===== src/rtl/alu_share_arbiter_pkg.sv =====
// Shared opcode encodings, arbiter FSM states and the legal-opcode check
// for the ALU sharing arbiter.
package alu_share_arbiter_pkg;

    localparam logic [3:0] ADD_ALU = 4'h0;
    localparam logic [3:0] SUB_ALU = 4'h1;
    localparam logic [3:0] AND_ALU = 4'h2;
    localparam logic [3:0] OR_ALU  = 4'h3;
    localparam logic [3:0] SLL_ALU = 4'h4;
    localparam logic [3:0] SRA_ALU = 4'h5;

    typedef enum logic [1:0] {
        ARB_IDLE = 2'd0,
        ARB_EXEC = 2'd1,
        ARB_RESP = 2'd2
    } arb_state_t;

    function automatic logic is_legal_op(input logic [3:0] op);
        return op inside {ADD_ALU, SUB_ALU, AND_ALU, OR_ALU, SLL_ALU, SRA_ALU};
    endfunction

endpackage


===== src/rtl/alu_share_arbiter_alu.sv =====
// Combinational ALU shared between the two requesters. Shifts use only
// b[4:0]; add/sub wrap with no carry out.
module alu_share_arbiter_alu
    import alu_share_arbiter_pkg::*;
#(
    parameter int DATA_W = 32
) (
    input  logic              rst_i,
    input  logic [3:0]        op_i,
    input  logic [DATA_W-1:0] a_i,
    input  logic [DATA_W-1:0] b_i,
    output logic [DATA_W-1:0] result_o
);

    always_comb begin
        result_o = '0;
        if (!rst_i) begin
            case (op_i)
                ADD_ALU: result_o = a_i + b_i;
                SUB_ALU: result_o = a_i - b_i;
                AND_ALU: result_o = a_i & b_i;
                OR_ALU:  result_o = a_i | b_i;
                SLL_ALU: result_o = a_i << b_i[4:0];
                SRA_ALU: result_o = $signed(a_i) >>> b_i[4:0];
                default: result_o = '0;
            endcase
        end
    end

endmodule


===== src/rtl/alu_share_arbiter.sv =====
// Arbitrates two requesters onto one ALU: grant, register operands,
// evaluate for one cycle, then hold the result until the owner takes it.
module alu_share_arbiter
    import alu_share_arbiter_pkg::*;
#(
    parameter int ARB_MODE = 0,
    parameter int DATA_W   = 32
) (
    input  logic              clk,
    input  logic              reset_n,
    input  logic              req0_valid,
    output logic              req0_ready,
    input  logic [3:0]        req0_op,
    input  logic [DATA_W-1:0] req0_a,
    input  logic [DATA_W-1:0] req0_b,
    output logic              rsp0_valid,
    input  logic              rsp0_ready,
    output logic [DATA_W-1:0] rsp0_data,
    output logic              rsp0_err,
    input  logic              req1_valid,
    output logic              req1_ready,
    input  logic [3:0]        req1_op,
    input  logic [DATA_W-1:0] req1_a,
    input  logic [DATA_W-1:0] req1_b,
    output logic              rsp1_valid,
    input  logic              rsp1_ready,
    output logic [DATA_W-1:0] rsp1_data,
    output logic              rsp1_err,
    output logic              busy,
    output arb_state_t        dbg_state_o
);

    arb_state_t        state_q, state_d;
    logic              owner_q, owner_d;
    logic              last_grant_q, last_grant_d;
    logic [3:0]        op_q, op_d;
    logic [DATA_W-1:0] a_q, a_d, b_q, b_d;
    logic [DATA_W-1:0] result_q, result_d;
    logic              err_q, err_d;
    logic              grant;
    logic              rsp_hs;
    logic [DATA_W-1:0] alu_result;

    // Valid/ready: a transfer happens on a rising edge where both valid and
    // ready are high. Request ready only follows its own valid in IDLE, and
    // response valid is held with stable data until the owner's ready.
    always_comb begin
        grant = 1'b0;
        if (ARB_MODE == 1)
            grant = !req0_valid;
        else if (req0_valid && req1_valid)
            grant = !last_grant_q;
        else
            grant = !req0_valid;
    end

    assign req0_ready = reset_n && (state_q == ARB_IDLE) && req0_valid && !grant;
    assign req1_ready = reset_n && (state_q == ARB_IDLE) && req1_valid &&  grant;
    assign rsp_hs     = owner_q ? rsp1_ready : rsp0_ready;

    alu_share_arbiter_alu #(.DATA_W(DATA_W)) u_alu (
        .rst_i    (1'b0),
        .op_i     (op_q),
        .a_i      (a_q),
        .b_i      (b_q),
        .result_o (alu_result)
    );

    always_comb begin
        state_d      = state_q;
        owner_d      = owner_q;
        last_grant_d = last_grant_q;
        op_d         = op_q;
        a_d          = a_q;
        b_d          = b_q;
        result_d     = result_q;
        err_d        = err_q;
        case (state_q)
            ARB_IDLE: begin
                if (req0_ready || req1_ready) begin
                    owner_d      = grant;
                    last_grant_d = grant;
                    op_d         = grant ? req1_op : req0_op;
                    a_d          = grant ? req1_a  : req0_a;
                    b_d          = grant ? req1_b  : req0_b;
                    state_d      = ARB_EXEC;
                end
            end
            ARB_EXEC: begin
                // Illegal opcodes never expose the ALU output.
                if (is_legal_op(op_q)) begin
                    result_d = alu_result;
                    err_d    = 1'b0;
                end else begin
                    result_d = '0;
                    err_d    = 1'b1;
                end
                state_d = ARB_RESP;
            end
            ARB_RESP: begin
                if (rsp_hs)
                    state_d = ARB_IDLE;
            end
            default: state_d = ARB_IDLE;
        endcase
    end

    always_ff @(posedge clk or negedge reset_n) begin
        if (!reset_n) begin
            state_q      <= ARB_IDLE;
            owner_q      <= 1'b0;
            last_grant_q <= 1'b1;
            op_q         <= '0;
            a_q          <= '0;
            b_q          <= '0;
            result_q     <= '0;
            err_q        <= 1'b0;
        end else begin
            state_q      <= state_d;
            owner_q      <= owner_d;
            last_grant_q <= last_grant_d;
            op_q         <= op_d;
            a_q          <= a_d;
            b_q          <= b_d;
            result_q     <= result_d;
            err_q        <= err_d;
        end
    end

    assign rsp0_valid  = (state_q == ARB_RESP) && !owner_q;
    assign rsp1_valid  = (state_q == ARB_RESP) &&  owner_q;
    assign rsp0_data   = rsp0_valid ? result_q : '0;
    assign rsp1_data   = rsp1_valid ? result_q : '0;
    assign rsp0_err    = rsp0_valid && err_q;
    assign rsp1_err    = rsp1_valid && err_q;
    assign busy        = (state_q != ARB_IDLE);
    assign dbg_state_o = state_q;

endmodule


===== config.mk =====
export PLATFORM = sky130hd
export DESIGN_NAME = alu_share_arbiter
export DESIGN_NICKNAME = d
export VERILOG_FILES = /design/src/rtl/alu_share_arbiter_pkg.sv /design/src/rtl/alu_share_arbiter_alu.sv /design/src/rtl/alu_share_arbiter.sv
export SDC_FILE = /design/constraint.sdc
export NUM_CORES = 1
export LEC_CHECK = 0
export CELL_PAD_IN_SITES_DETAIL_PLACEMENT = 1
export CELL_PAD_IN_SITES_GLOBAL_PLACEMENT = 1
export CORE_ASPECT_RATIO = 1.2
export CORE_MARGIN = 2
export CORE_UTILIZATION = 41
export DETAILED_ROUTE_END_ITERATION = 12
export GPL_TIMING_DRIVEN = 0
export HOLD_SLACK_MARGIN = 0.12
export PLACE_DENSITY = 0.89
export SLEW_MARGIN = 20
export SYNTH_ARGS = -nofsm -noshare
export SYNTH_HDL_FRONTEND = slang
export SYNTH_HIERARCHICAL = 1
export SYNTH_SLANG_ARGS = --single-unit

===== constraint.sdc =====
create_clock -name clk -period 6.15 [get_ports clk]
set_input_delay 1.23 -clock clk [delete_from_list [all_inputs] [get_ports clk]]
set_output_delay 1.23 -clock clk [all_outputs]
set_load 0.02 [all_outputs]

==> results.tsv, run 1 <==
stage	metric	value	unit
status	outcome	completed	
final_layout	share of cells above drive strength 1	8.759	%
logic_synthesis	Yosys reg bits	105	
detailed_routing	Residual DRC	0	
clock_network	CTS max path bufs	2	
power	Worst IR Drop VDD	0.2869	mV
clock_network	hold buffer count at CTS	0	
timing	final hold viol count	0	
final_layout	Reg area	2629	sq um
final_layout	area growth from synthesis to layout	25.46	%
grt	largest net degree at the start of global routing	74	
detailed_routing	Vias	12986	
hold_path	HP Class	flip-flop to flip-flop	
timing	clock skew	12.19	ps
setup_path	arrival time worst endpoint	5980	ps
final_layout	final instance area	14580	sq um
logic_synthesis	Post-synth EDFFs	0	
detailed_routing	Detailed Routing Iterations Pass 1	7	
flow_run	# Max-Cap Violations	0	
timing	fmax	0.1750	GHz
detailed_routing	initial drt markers	1277	
setup_path	setup slack, reg-to-reg	430	ps
floorplan	initial core utilization	41.63	%
setup_path	worst r2r dst	result_q[31]$_DFFE_PN0N_	
detailed_routing	drt total wl	57.68	mm
place	dpl ws	443.6	ps
setup_path	slowest stage delay, CP	420	ps
setup_path	CP Capture Type	flip-flop	
place	gp weighted congestion	1.053	
final_layout	final net count	1760	
final_layout	fin cells	1966	
logic_synthesis	count leader, synth	nor2_1	
logic_synthesis	syn_nets	1534	
detailed_routing	DR vias/cell	6.605	
setup_path	WS Path Type	flip-flop to flip-flop	
setup_path	Crit Path Max Fanout	10	
logic_synthesis	mapped cell area	11620	sq um
grt	vias in the first global route	13424	
clock_network	CTS tree	built	
setup_path	Slowest cell on crit path	buf_2	
timing	Final WS setup	434.4	ps
place	post-DP HPWL	46.41	mm
logic_synthesis	synth warn	6	
setup_path	worst-path cell chain	buf_2, inv_4, buf_2, buf_2, ha_1, nand2_1, nor3_2, nand3_1, o21ai_0, xor2_1, ha_1, a21o_1, a211o_1, o211ai_1, nor2_1, a21oi_1, o21ai_0, xnor2_1, o22ai_1, a22o_1	
setup_path	reg2reg path depth	20	
logic_synthesis	Netlist cell types	92	
logic_synthesis	area share of the largest cell type after synthesis	22.39	%
detailed_routing	wire length per cell	29.34	microns
floorplan	core area	27920	sq um
final_layout	area of the multi-input gates	8274	sq um
timing	fin crit share	92.94	%
setup_path	CP Launch Point	b_q[1]$_DFFE_PN0P_	
logic_synthesis	Yosys top cell by area	dfrtp_1	
grt	gr ovfl total	0	
place	DP Area	14270	sq um
floorplan	die extent in y	188.4	microns
floorplan	die span in x	157.7	microns
logic_synthesis	Avg Synthesized Cell Area	8.570	sq um
clock_network	Clock Sinks	105	
timing	worst slew pin tran	971.0	ps
logic_synthesis	Synth top cells by count	126 x nor2_1, 104 x dfrtp_1, 101 x a21oi_1	
grt	global-route wire length before repair	85.72	mm
clock_network	H-tree levels	3	
setup_path	CP endpoint	result_q[31]$_DFFE_PN0N_	
place	Placed Cells	1950	
final_layout	antenna fix cells	0	
logic_synthesis	top cells by area, synth	dfrtp_1 22%, mux2i_1 5.9%, o32ai_1 5.5%, mux4_2 5.0%, a2bb2oi_1 4.4%	
floorplan	# rows	67	
setup_path	required time worst endpoint	6410	ps
logic_synthesis	sequential share of the synthesized area	22.62	%
logic_synthesis	Synth Instances	1356	
grt	initial antenna violation count	2	
final_layout	Filler Cells Inserted	3259	
power	Cell Pwr Density	614.4	nW/um^2
logic_synthesis	fraction of registers with async set/reset	100.0	%
timing	Final Max Slew Viols	0	
floorplan	Die Footprint	29710	sq um
timing	# setup viols final	0	
detailed_routing	Detail Route Antenna Nets	0	
clock_network	total CTS buffers	9	
floorplan	IO Count	215	
power	Pleak	0.005446	uW
setup_path	crit-path most repeated cell	buf_2	
logic_synthesis	top_reg_cell synth	dfrtp_1	
clock_network	Root Driver	clkbuf_16	
timing	RSZ-0062 raised after global routing	false	
setup_path	Reg-to-Reg Start	b_q[1]$_DFFE_PN0P_	
clock_network	Worst-path clk slew	80	ps
timing	Slew Limit Headroom	35.26	%
clock_network	Skew-Pair Late Insertion Delay	380	ps
place	number of I/O port buffers	214	
timing	Final min period	5716	ps
setup_path	startpoint types	flip-flop	
grt	total track usage	38.72	%
==> state kept, by name, summed over array words and instances, names as in the netlist <==
name and flops:
last_grant_q 1, a_q 32, b_q 32, result_q 32
owner_q 1, err_q 1, op_q 4, dbg_state_o 2
==> cell usage in the layout (no fill, tap or decap), types with 24 or more instances in the layout <==
cell type | synthesis | final
a21oi_1 | 101 | 101
a22o_1 | 34 | 34
a2bb2oi_1 | 58 | 58
and2_1 | 71 | 71
buf_2 | 27 | 27
clkbuf_1 | 78 | 78
clkdlybuf4s50_1 | 0 | 213
dfrtp_1 | 104 | 104
ha_1 | 35 | 35
maj3_1 | 31 | 31
mux2i_1 | 68 | 68
mux4_2 | 26 | 26
nand2_1 | 76 | 76
nor2_1 | 126 | 126
o21ai_0 | 40 | 40
o21ai_1 | 24 | 24
o32ai_1 | 73 | 73
xnor2_1 | 28 | 28
==> report_power, final <==
| part | leakage (uW) | switching, uW | internal [uW] | total [uW] |
|---|---|---|---|---|
| sequential | 0.00124 | 727 | 907 | 1630 |
| clock | 0.000154 | 311 | 325 | 636 |
| combinational | 0.00406 | 4210 | 2480 | 6690 |
| total | 0.00545 | 5240 | 3710 | 8960 |
==> worst min-delay path by stage <==
stage / startpoint / to / cells past startpoint
floorplan: result_q[0]$_DFFE_PN0N_ / result_q[0]$_DFFE_PN0N_ / 1
global placement: result_q[6]$_DFFE_PN0N_ / result_q[6]$_DFFE_PN0N_ / 1
detailed placement: result_q[13]$_DFFE_PN0N_ / result_q[13]$_DFFE_PN0N_ / 1
CTS: result_q[13]$_DFFE_PN0N_ / result_q[13]$_DFFE_PN0N_ / 1
global route: result_q[6]$_DFFE_PN0N_ / result_q[6]$_DFFE_PN0N_ / 1
finish: result_q[13]$_DFFE_PN0N_ / result_q[13]$_DFFE_PN0N_ / 1
==> metrics by stage <==
step | hold slack, ps | total power, uW | setup TNS (ps) | util [%]
after floorplan | 478.6 | 5577 | 0 | -
after global routing | 538.6 | 9303 | 0 | 52.23
final | 514.1 | 8957 | 0 | 52.23
after global placement | 493.8 | 7891 | -64910 | 51.00
after detailed placement | 502.1 | 8009 | 0 | 51.10
after CTS | 520.3 | 8677 | 0 | 52.21
==> timing repair <==
item	4_1_cts	5_1_grt
buffers inserted	0	0
gates resized for setup	0	1
setup endpoints to repair	0	7
==> metal layers <==
metal	vias up	global-route usage (%)	part of all wire, %
met5	-	0	0.054
met4	4	19.97	5.6
met3	145	7.176	7.1
met2	627	61.29	46
met1	6562	50.12	41
li1	5648	-	-
==> critical path, delay by kind of cell, from the launching register on <==
| family | cells | cell delay (ps) |
|---|---|---|
| XOR/XNOR | 2 | 370 |
| flip-flops | 1 | 390 |
| AO/OA/AOI/OAI | 8 | 2220 |
| AND/OR/NAND/NOR | 4 | 810 |
| buffers and inverters | 4 | 1190 |
| adder cells (fa/ha/maj) | 2 | 590 |
==> final cells by class <==
| class | count | share of cell area [%] |
|---|---|---|
| Clock inverter | 7 | 0.5750 |
| Clock buffer | 9 | 1.545 |
| Buffer | 131 | 4.351 |
| Multi-Input combinational cell | 1097 | 56.75 |
| Tap cell | 379 | 3.252 |
| Timing Repair Buffer | 215 | 14.89 |
| Inverter | 23 | 0.6093 |
| Sequential cell | 105 | 18.03 |
==> kinds of logic (layout without fill, tap and decap cells) <==
group,after synthesis,after routing,share of synthesized area [%]
buffers and inverters,154,385,6.223
AND/OR/NAND/NOR,363,363,15.39
other,1,1,0.03227
XOR/XNOR,51,51,3.908
AO/OA/AOI/OAI,490,490,31.26
adder cells (fa/ha/maj),67,67,6.611
multiplexers,125,125,13.96
flip-flops,105,105,22.62
(Power assumes the default switching activity.)
==> inputs of run 2 (changes only) <==
--- a/config.mk
+++ b/config.mk
@@ -5,6 +5,7 @@
 export SDC_FILE = /design/constraint.sdc
 export NUM_CORES = 1
 export LEC_CHECK = 0
+export ABC_CLOCK_PERIOD_IN_PS = 6150
 export CELL_PAD_IN_SITES_DETAIL_PLACEMENT = 1
 export CELL_PAD_IN_SITES_GLOBAL_PLACEMENT = 1
 export CORE_ASPECT_RATIO = 1.2
==> results of run 2 <==
Final layout, timing and power as in run 1 (identical DEF).
